## config.mk

```make
export PLATFORM = sky130hd
export DESIGN_NAME = core_c1_exu_wbck
export DESIGN_NICKNAME = d
export VERILOG_FILES = /design/src/rtl/core_c1_exu_wbck.sv
export SDC_FILE = /design/constraint.sdc
export NUM_CORES = 1
export LEC_CHECK = 0
export CORE_MARGIN = 2
export CORE_UTILIZATION = 46
export DETAILED_ROUTE_END_ITERATION = 12
export GPL_ROUTABILITY_DRIVEN = 0
export PLACE_DENSITY_LB_ADDON = 0.3
export SLEW_MARGIN = 20
export SYNTH_ARGS = -nofsm -noshare
export SYNTH_HDL_FRONTEND = slang
export SYNTH_SLANG_ARGS = --single-unit
```

## constraint.sdc

```tcl
create_clock -name clk -period 4.8 [get_ports clk]
set_clock_uncertainty 0.2 [all_clocks]
set_input_delay 0.96 -clock clk [delete_from_list [all_inputs] [get_ports clk]]
set_output_delay 0.96 -clock clk [all_outputs]
set_load 0.005 [all_outputs]
```

## src/rtl/core_c1_exu_wbck.sv

```systemverilog
// Write-back stage behind the EXU ALU: merges ALU and LSU results onto the
// single registered integer register-file write port. A one-entry skid
// buffer absorbs an ALU result that loses the port to a load, so the ALU
// only stalls when a load arrives while that buffer is already occupied.
module core_c1_exu_wbck #(
  parameter int XLEN = 32,
  parameter int IDXW = 5
) (
  input  logic            clk,
  input  logic            rst,
  input  logic            alu_rd_valid,
  input  logic [XLEN-1:0] alu_rd_data,
  input  logic [IDXW-1:0] alu_rd_idx,
  output logic            alu_wbck_ready,
  input  logic            lsu_rd_valid,
  input  logic [XLEN-1:0] lsu_rd_data,
  input  logic [IDXW-1:0] lsu_rd_idx,
  input  logic [IDXW-1:0] hz_rs1_idx,
  input  logic [IDXW-1:0] hz_rs2_idx,
  output logic            hz_stall,
  output logic            wb_rf_wen,
  output logic [IDXW-1:0] wb_rf_idx,
  output logic [XLEN-1:0] wb_rf_data,
  output logic [31:0]     wbck_cnt
);

  logic            buf_valid;
  logic [IDXW-1:0] buf_idx;
  logic [XLEN-1:0] buf_data;

  logic            alu_accept;
  logic            buf_load;
  logic            buf_clear;
  logic            sel_any;
  logic [IDXW-1:0] sel_idx;
  logic [XLEN-1:0] sel_data;

  // The ALU only has to wait when the buffer is occupied and a load
  // takes the port, because then there is nowhere to park its result.
  assign alu_wbck_ready = ~(buf_valid & lsu_rd_valid);
  assign alu_accept     = alu_rd_valid & alu_wbck_ready;

  // An accepted ALU result is parked whenever something older (a load or
  // the current buffer entry) owns the port; the buffer drains when it
  // wins the port and nothing new arrives to replace it.
  assign buf_load  = alu_accept & (lsu_rd_valid | buf_valid);
  assign buf_clear = ~lsu_rd_valid & buf_valid & ~alu_rd_valid;

  // Issue must wait on a source that is still sitting in the buffer;
  // x0 never creates a dependency.
  assign hz_stall = buf_valid & (buf_idx != '0) &
                    ((buf_idx == hz_rs1_idx) | (buf_idx == hz_rs2_idx));

  // Pick the write-port source with priority load, then buffer, then live ALU.
  always_comb begin
    sel_any  = 1'b0;
    sel_idx  = '0;
    sel_data = '0;
    if (lsu_rd_valid) begin
      sel_any  = 1'b1;
      sel_idx  = lsu_rd_idx;
      sel_data = lsu_rd_data;
    end else if (buf_valid) begin
      sel_any  = 1'b1;
      sel_idx  = buf_idx;
      sel_data = buf_data;
    end else if (alu_rd_valid) begin
      sel_any  = 1'b1;
      sel_idx  = alu_rd_idx;
      sel_data = alu_rd_data;
    end
  end

  // Skid buffer register; reset throws away any parked result.
  always_ff @(posedge clk or posedge rst) begin
    if (rst) begin
      buf_valid <= 1'b0;
      buf_idx   <= '0;
      buf_data  <= '0;
    end else if (buf_load) begin
      buf_valid <= 1'b1;
      buf_idx   <= alu_rd_idx;
      buf_data  <= alu_rd_data;
    end else if (buf_clear) begin
      buf_valid <= 1'b0;
    end
  end

  // Registered write port: x0 results update index/data but never enable
  // the write; idle cycles keep the last index/data.
  always_ff @(posedge clk or posedge rst) begin
    if (rst) begin
      wb_rf_wen  <= 1'b0;
      wb_rf_idx  <= '0;
      wb_rf_data <= '0;
    end else begin
      wb_rf_wen <= sel_any & (sel_idx != '0);
      if (sel_any) begin
        wb_rf_idx  <= sel_idx;
        wb_rf_data <= sel_data;
      end
    end
  end

  // Count every consumed result, including x0 targets; wraps naturally.
  always_ff @(posedge clk or posedge rst) begin
    if (rst) begin
      wbck_cnt <= 32'd0;
    end else if (sel_any) begin
      wbck_cnt <= wbck_cnt + 32'd1;
    end
  end

endmodule

```

==> impl_results.md, run 1 <==
- Outcome: finished clean
- Synth unique cells: 37
- # IOs: 160
- Fin. Hold Viols: 0
- First-pass GRT wire length: 19.78 mm
- Dpl hpwl: ~8.6 mm
- Ant diodes: 0
- Final Net Count: ~660
- FF-to-FF path depth: 5
- Most frequent cells in the layout: 159 x clkdlybuf4s50_1, 108 x dfrtp_1, 59 x o22ai_1
- Clock Path Buffers: 2
- P per Cell Area: 351.1 mW/mm^2
- Setup WS post-layout: 1129 ps
- Worst setup SP type: input port
- Setup crit end kind: output pin
- Reg2reg start: buf_valid
- Drt drc: 0
- Area contributors post-synth: dfrtp_1 56%, mux2_2 8.4%, o22ai_1 7.6%
- Layout cells sized above 1: 12.35%
- Tmin final: 3671 ps
- Hold Crit Class: reg -> reg
- Slew of the pin with the lowest slew margin: 888.6 ps
- GRT Residual Overflow: 0
- Max-slew violation count: 0
- Comb pwr share: 26.0%
- Starting density of the core: between 40 and 50%
- Fin crit share: 76.48%
- Root Driver: clkbuf_8
- Cell count of the worst hold path: 1
- Switching Fraction: 29.18%
- Final core utilization: 65.34%
- #FFs+latches synth: 108
- Routed Antenna Nets: 0
- Largest net degree at the start of global routing: 63
- Vias in the first global route: 3960
- Most common cell after layout, fill and taps aside: clkdlybuf4s50_1
- Cts repair resizes: 0
- Crit path DAT: 2510 ps
- Register area: 0.002703 mm^2
- Worst EP required: 3640 ps
- Clock power share: ~22%
- RSZ-0062 raised after global routing: false
- Number of synthesized flops with an enable pin: 0
- Syn Area/Cell: 11.49 um^2
- Cell internal pwr: roughly 1.7 mW
- Post-CTS Setup Bufs: 0
- Multi-input combinational cell area: 0.001998 mm^2
- Pre-CTS WS: 1116 ps
- Core Box Area: 0.01028 mm^2
- Placed insts: 695
- CTS tree: done
- First drt pass iteration count: 4
- R2r setup slk: between 2000 and 2500 ps
- Post-synth ARST share: 100.0%
- DR iter-0 viols: 151
- Die area: 0.01135 mm^2
- Cell Rows: 37
- P_leak: 2.653 nW
- Cell taking the most area after synthesis: dfrtp_1
- Drt wl/cell: 16.83 um
- End point of the critical path: hz_stall
- Fmax: 272.4 MHz
- DR vias: 3918
- Area growth from synthesis to layout: 38.83%
- Net Count, Synth: 510
- Worst-path clk slew: 100 ps
- Endpoints failing setup: 0
- Initial antenna violation count: 0
- Routed WL: 11.96 mm
- Post-CTS Hold Fix Bufs: 0
- GRT Overall Usage: about 22%
- Chip height: ~110 um
- Crit path kind: in -> out
- Worst-path maximum fanout: 1
- Non-Filler Instances: 711
- Setup TNS: 0 ps
- Post-DR vias/cell: 5.511
- Worst R2R End: wbck_cnt[28]
- Seq/Total Area, Yosys: 55.87%
- Sequential share of power: between 50% and 60%
- Worst slew margin: 40.55%
- Cells after Synth: 421
- Clk_lat worst skew: 360 ps
- Synth Flop Type: dfrtp_1
- Filler cells: 843
- Mapped Area: 0.004837 mm^2
- Total clock sinks: 108
- CTS H-tree depth: 3
- VDD IR max: about 0.00019 V
- Yosys warning total: 0
- Yosys top cell area share: 55.87%
- Critical Path Start: hz_rs1_idx[3]
- Die W: 106.5 um
- Hold Slack: around 280 ps
- Port Buffers: 159
- Net Switching: between 600 and 700 uW
- MaxCap Viol Count: 0
- TritonCTS buffer count: 9
==> sequential cells by signal, summed over array words and instances, names as in the netlist <==
register	flops
wb_rf_idx	5
buf_valid	1
buf_idx	5
wb_rf_data	32
wb_rf_wen	1
buf_data	32
wbck_cnt	32
==> Yosys cell counts, types with 2 or more instances <==
master and instances:
a21oi_1 38, inv_1 4, nor2_1 7, nor3_1 7, nor3b_1 2, or3_1 2
a21o_1 4, o22ai_1 59, and2_1 2, buf_2 11, nor4_4 2, and3_1 4
clkbuf_1 13, and4_1 2, nor4_1 2, nand2_1 21, a2bb2oi_1 4, o221a_2 2
nand3_1 11, mux2_2 36, buf_1 3, nand4_1 15, nand3b_1 4, xnor2_1 28
o21ai_0 5, xor2_1 14, o211ai_1 2, dfrtp_1 108
==> per-stage QoR <==
step                instance area [um^2]  total power [mW]
CTS                                 6713             2.374
global route                        6715             2.492
finish                              6715             2.358
detailed placement                  6530             1.858
global placement                    6530             1.830
floorplan                           4837             1.514
==> power by group through the flow <==
stage	combinational, mW	clock [mW]	sequential [mW]
global route	0.673	0.572	1.25
floorplan	0.308	0	1.21
finish	0.614	0.522	1.22
detailed placement	0.620	0	1.24
CTS	0.622	0.529	1.22
global placement	0.604	0	1.23
==> worst max-delay path, cell delays in order <==
cell	delay, ps
clkdlybuf4s50_1	410
xor2_1	150
nor3_1	220
nand3_1	90
a21oi_1	160
clkdlybuf4s50_1	520
==> cell type report <==
cell class / instances / share of cell area (%)
timing repair buffer: 166 / 24.48
clock buffer: 10 / 2.050
clock inverter: 6 / 0.6708
tap: 136 / 2.534
inverter: 4 / 0.2609
multi-input combinational: 281 / 29.76
sequential: 108 / 40.25
==> cells by family (layout without fill, tap and decap cells) <==
family	after synthesis	count (layout)	synth area share, %
multiplexers	36	36	8.381
flip-flops	108	108	55.87
XOR/XNOR	42	42	7.605
AND/OR/NAND/NOR	88	88	10.76
adder cells (fa/ha/maj)	1	1	0.2586
buffers and inverters	32	186	2.923
AO/OA/AOI/OAI	114	114	14.20
==> how the worst min path moves through the flow <==
stage / startpoint / end / slack, ps
after floorplan: buf_data[30] / buf_data[30] / 250
after global placement: wbck_cnt[31] / wbck_cnt[31] / 260
after detailed placement: wbck_cnt[31] / wbck_cnt[31] / 270
after CTS: wbck_cnt[31] / wbck_cnt[31] / 280
after global routing: wbck_cnt[31] / wbck_cnt[31] / 310
final: wbck_cnt[31] / wbck_cnt[31] / 280
==> layer usage <==
layer	vias up	track usage, %	routed length (um)
li1	1854	-	-
met1	1923	28.81	5168
met2	125	36.95	5861
met3	16	5.273	782
met4	0	5.937	152
met5	-	0	0
No activity file was read; power rests on OpenSTA's default activity.
==> run 2, diff against run 1 <==
Clock period 4.8 ns to 3.7 ns, I/O delays scaled along.
==> run 2 against run 1 <==
  * Cell count grew 0.28%
  * Die area unchanged
  * Clock power rose by 32%
  * Worst hold slack better by 7.6 ps
  * Non-clock buffer count is 2 higher
  * Critical path depth is the same
  * Critical path type unchanged
  * Largest power group unchanged
==> impl_results.md, run 2 (synthesis gave the netlist of run 1 again) <==
- RSZ-0062 raised after global routing: false
- Placed insts: 697
- Endpoints failing setup: 0
- First-pass GRT wire length: slightly below 20 mm
- Hold Crit Class: reg -> reg
- Fin crit share: a little under nine tenths
- Hold Slack: 282.9 ps
- Drt drc: 0
- Root Driver: clkbuf_8
- Worst-path clk slew: roughly 110 ps
- Worst EP required: between 2000 and 3000 ps
- Min-Delay Endpoint: wbck_cnt[31]
- DR vias: ~3900
- Worst R2R End: wbck_cnt[24]
- Vias in the first global route: 4022
- First drt pass iteration count: 4
- Clock Path Buffers: 2
- Cell count of the worst hold path: 1
- Area growth from synthesis to layout: 39.68%
- # IOs: 160
- Tmin final: 3186 ps
- CTS tree: done
- Setup crit end kind: output pin
- Most frequent cells in the layout: 159 x clkdlybuf4s50_1, 108 x dfrtp_1, 59 x o22ai_1
- Worst setup SP type: input port
- Clk_lat worst skew: 360 ps
- GRT Overall Usage: 21.95%
- Crit path DAT: about 2300 ps
- Max-slew violation count: 0
- MaxCap Viol Count: 0
- Total clock sinks: 108
- TritonCTS buffer count: 9
- Worst slew margin: 57.31%
- CTS H-tree depth: 3
- Outcome: finished clean
- Drt wl/cell: 16.86 um
- Worst-path maximum fanout: 1
- P per Cell Area: roughly 450 mW/mm^2
- Ant diodes: 0
- Multi-input combinational cell area: 0.001998 mm^2
- Initial antenna violation count: 0
- Final Net Count: 661
- Hold path start: wbck_cnt[31]
- Cts repair resizes: 0
- Core Box Area: between 0.01 and 0.015 mm^2
- Most common cell after layout, fill and taps aside: clkdlybuf4s50_1
- Die W: 106.5 um
- Post-CTS Setup Bufs: 0
- VDD IR max: between 0.0002 and 0.00025 V
- Routed Antenna Nets: 0
- Reg2reg start: buf_valid
- Chip height: roughly 110 um
- Die area: 0.01135 mm^2
- Dpl hpwl: 8.618 mm
- Register area: 0.002703 mm^2
- Post-CTS Hold Fix Bufs: 0
- Port Buffers: 159
- Crit path kind: in -> out
- Layout cells sized above 1: about 13%
- Post-DR vias/cell: between 5 and 6
- Non-Filler Instances: 713
- Cell Rows: 37
- Slew of the pin with the lowest slew margin: 640.3 ps
- GRT Residual Overflow: 0
- Fmax: between 300 and 400 MHz
- FF-to-FF path depth: 5
- Starting density of the core: 47.07%
- P_leak: roughly 2.7 nW
- Top Registers: buf_data: 32 flops, wb_rf_data: 32 flops, wbck_cnt: 32 flops
- Fin. Hold Viols: 0
- DR iter-0 viols: 147
- Setup TNS: 0 ps
- R2r setup slk: 1360 ps
- Routed WL: 12.02 mm
- Largest net degree at the start of global routing: a little under 90
- Filler cells: around 860
-- run 2: cell types whose count changed in the layout (fill, tap and decap cells not counted), sizes merged --
cell and delta:
buf +2, clkinv -1, clkinvlp +1
-- run 2: metal layers --
metal	up-vias	GRT usage [%]	share of wire, %
met5	-	0	0
met1	1890	28.54	43
li1	1868	-	-
met3	19	4.598	6.4
met4	0	6.679	1.7
met2	125	37.04	49
-- run 2: final cells by class --
class                           instances  area share, %
Tap cell                              136          2.519
Inverter                                4         0.2778
Clock inverter                          6         0.6667
Sequential cell                       108          40.00
Timing Repair Buffer                  168          24.93
Multi-Input combinational cell        281          29.57
Clock buffer                           10          2.037
-- run 2: worst max-delay path, stage by stage --
cell	delay [ps]
clkdlybuf4s50_1	410
xor2_1	150
nor3_1	200
nand3_1	90
a21oi_1	150
clkdlybuf4s50_1	520
-- run 2: where the power goes --
| part | internal [mW] | switching (mW) |
|---|---|---|
| clock | 0.270 | 0.417 |
| combinational | 0.510 | 0.293 |
| sequential | 1.39 | 0.191 |
-- run 2: per-stage QoR --
stage               utilization, %  power [mW]  cell area [um^2]  worst slack, ps
global route                 65.74       3.236              6756            408.5
CTS                          65.72       3.094              6754            503.1
floorplan                        -       1.964              4841             1459
finish                       65.74       3.074              6756            514.2
detailed placement           63.94       2.415              6571            503.2
global placement             63.94       2.379              6571            520.5
-- run 2: worst max path at each step --
stage,end,from,cells past startpoint
finish,hz_stall,hz_rs1_idx[3],6
global route,hz_stall,hz_rs2_idx[3],6
CTS,hz_stall,hz_rs1_idx[3],6
detailed placement,hz_stall,hz_rs1_idx[3],6
global placement,hz_stall,hz_rs1_idx[3],6
floorplan,buf_data[0],rst,1
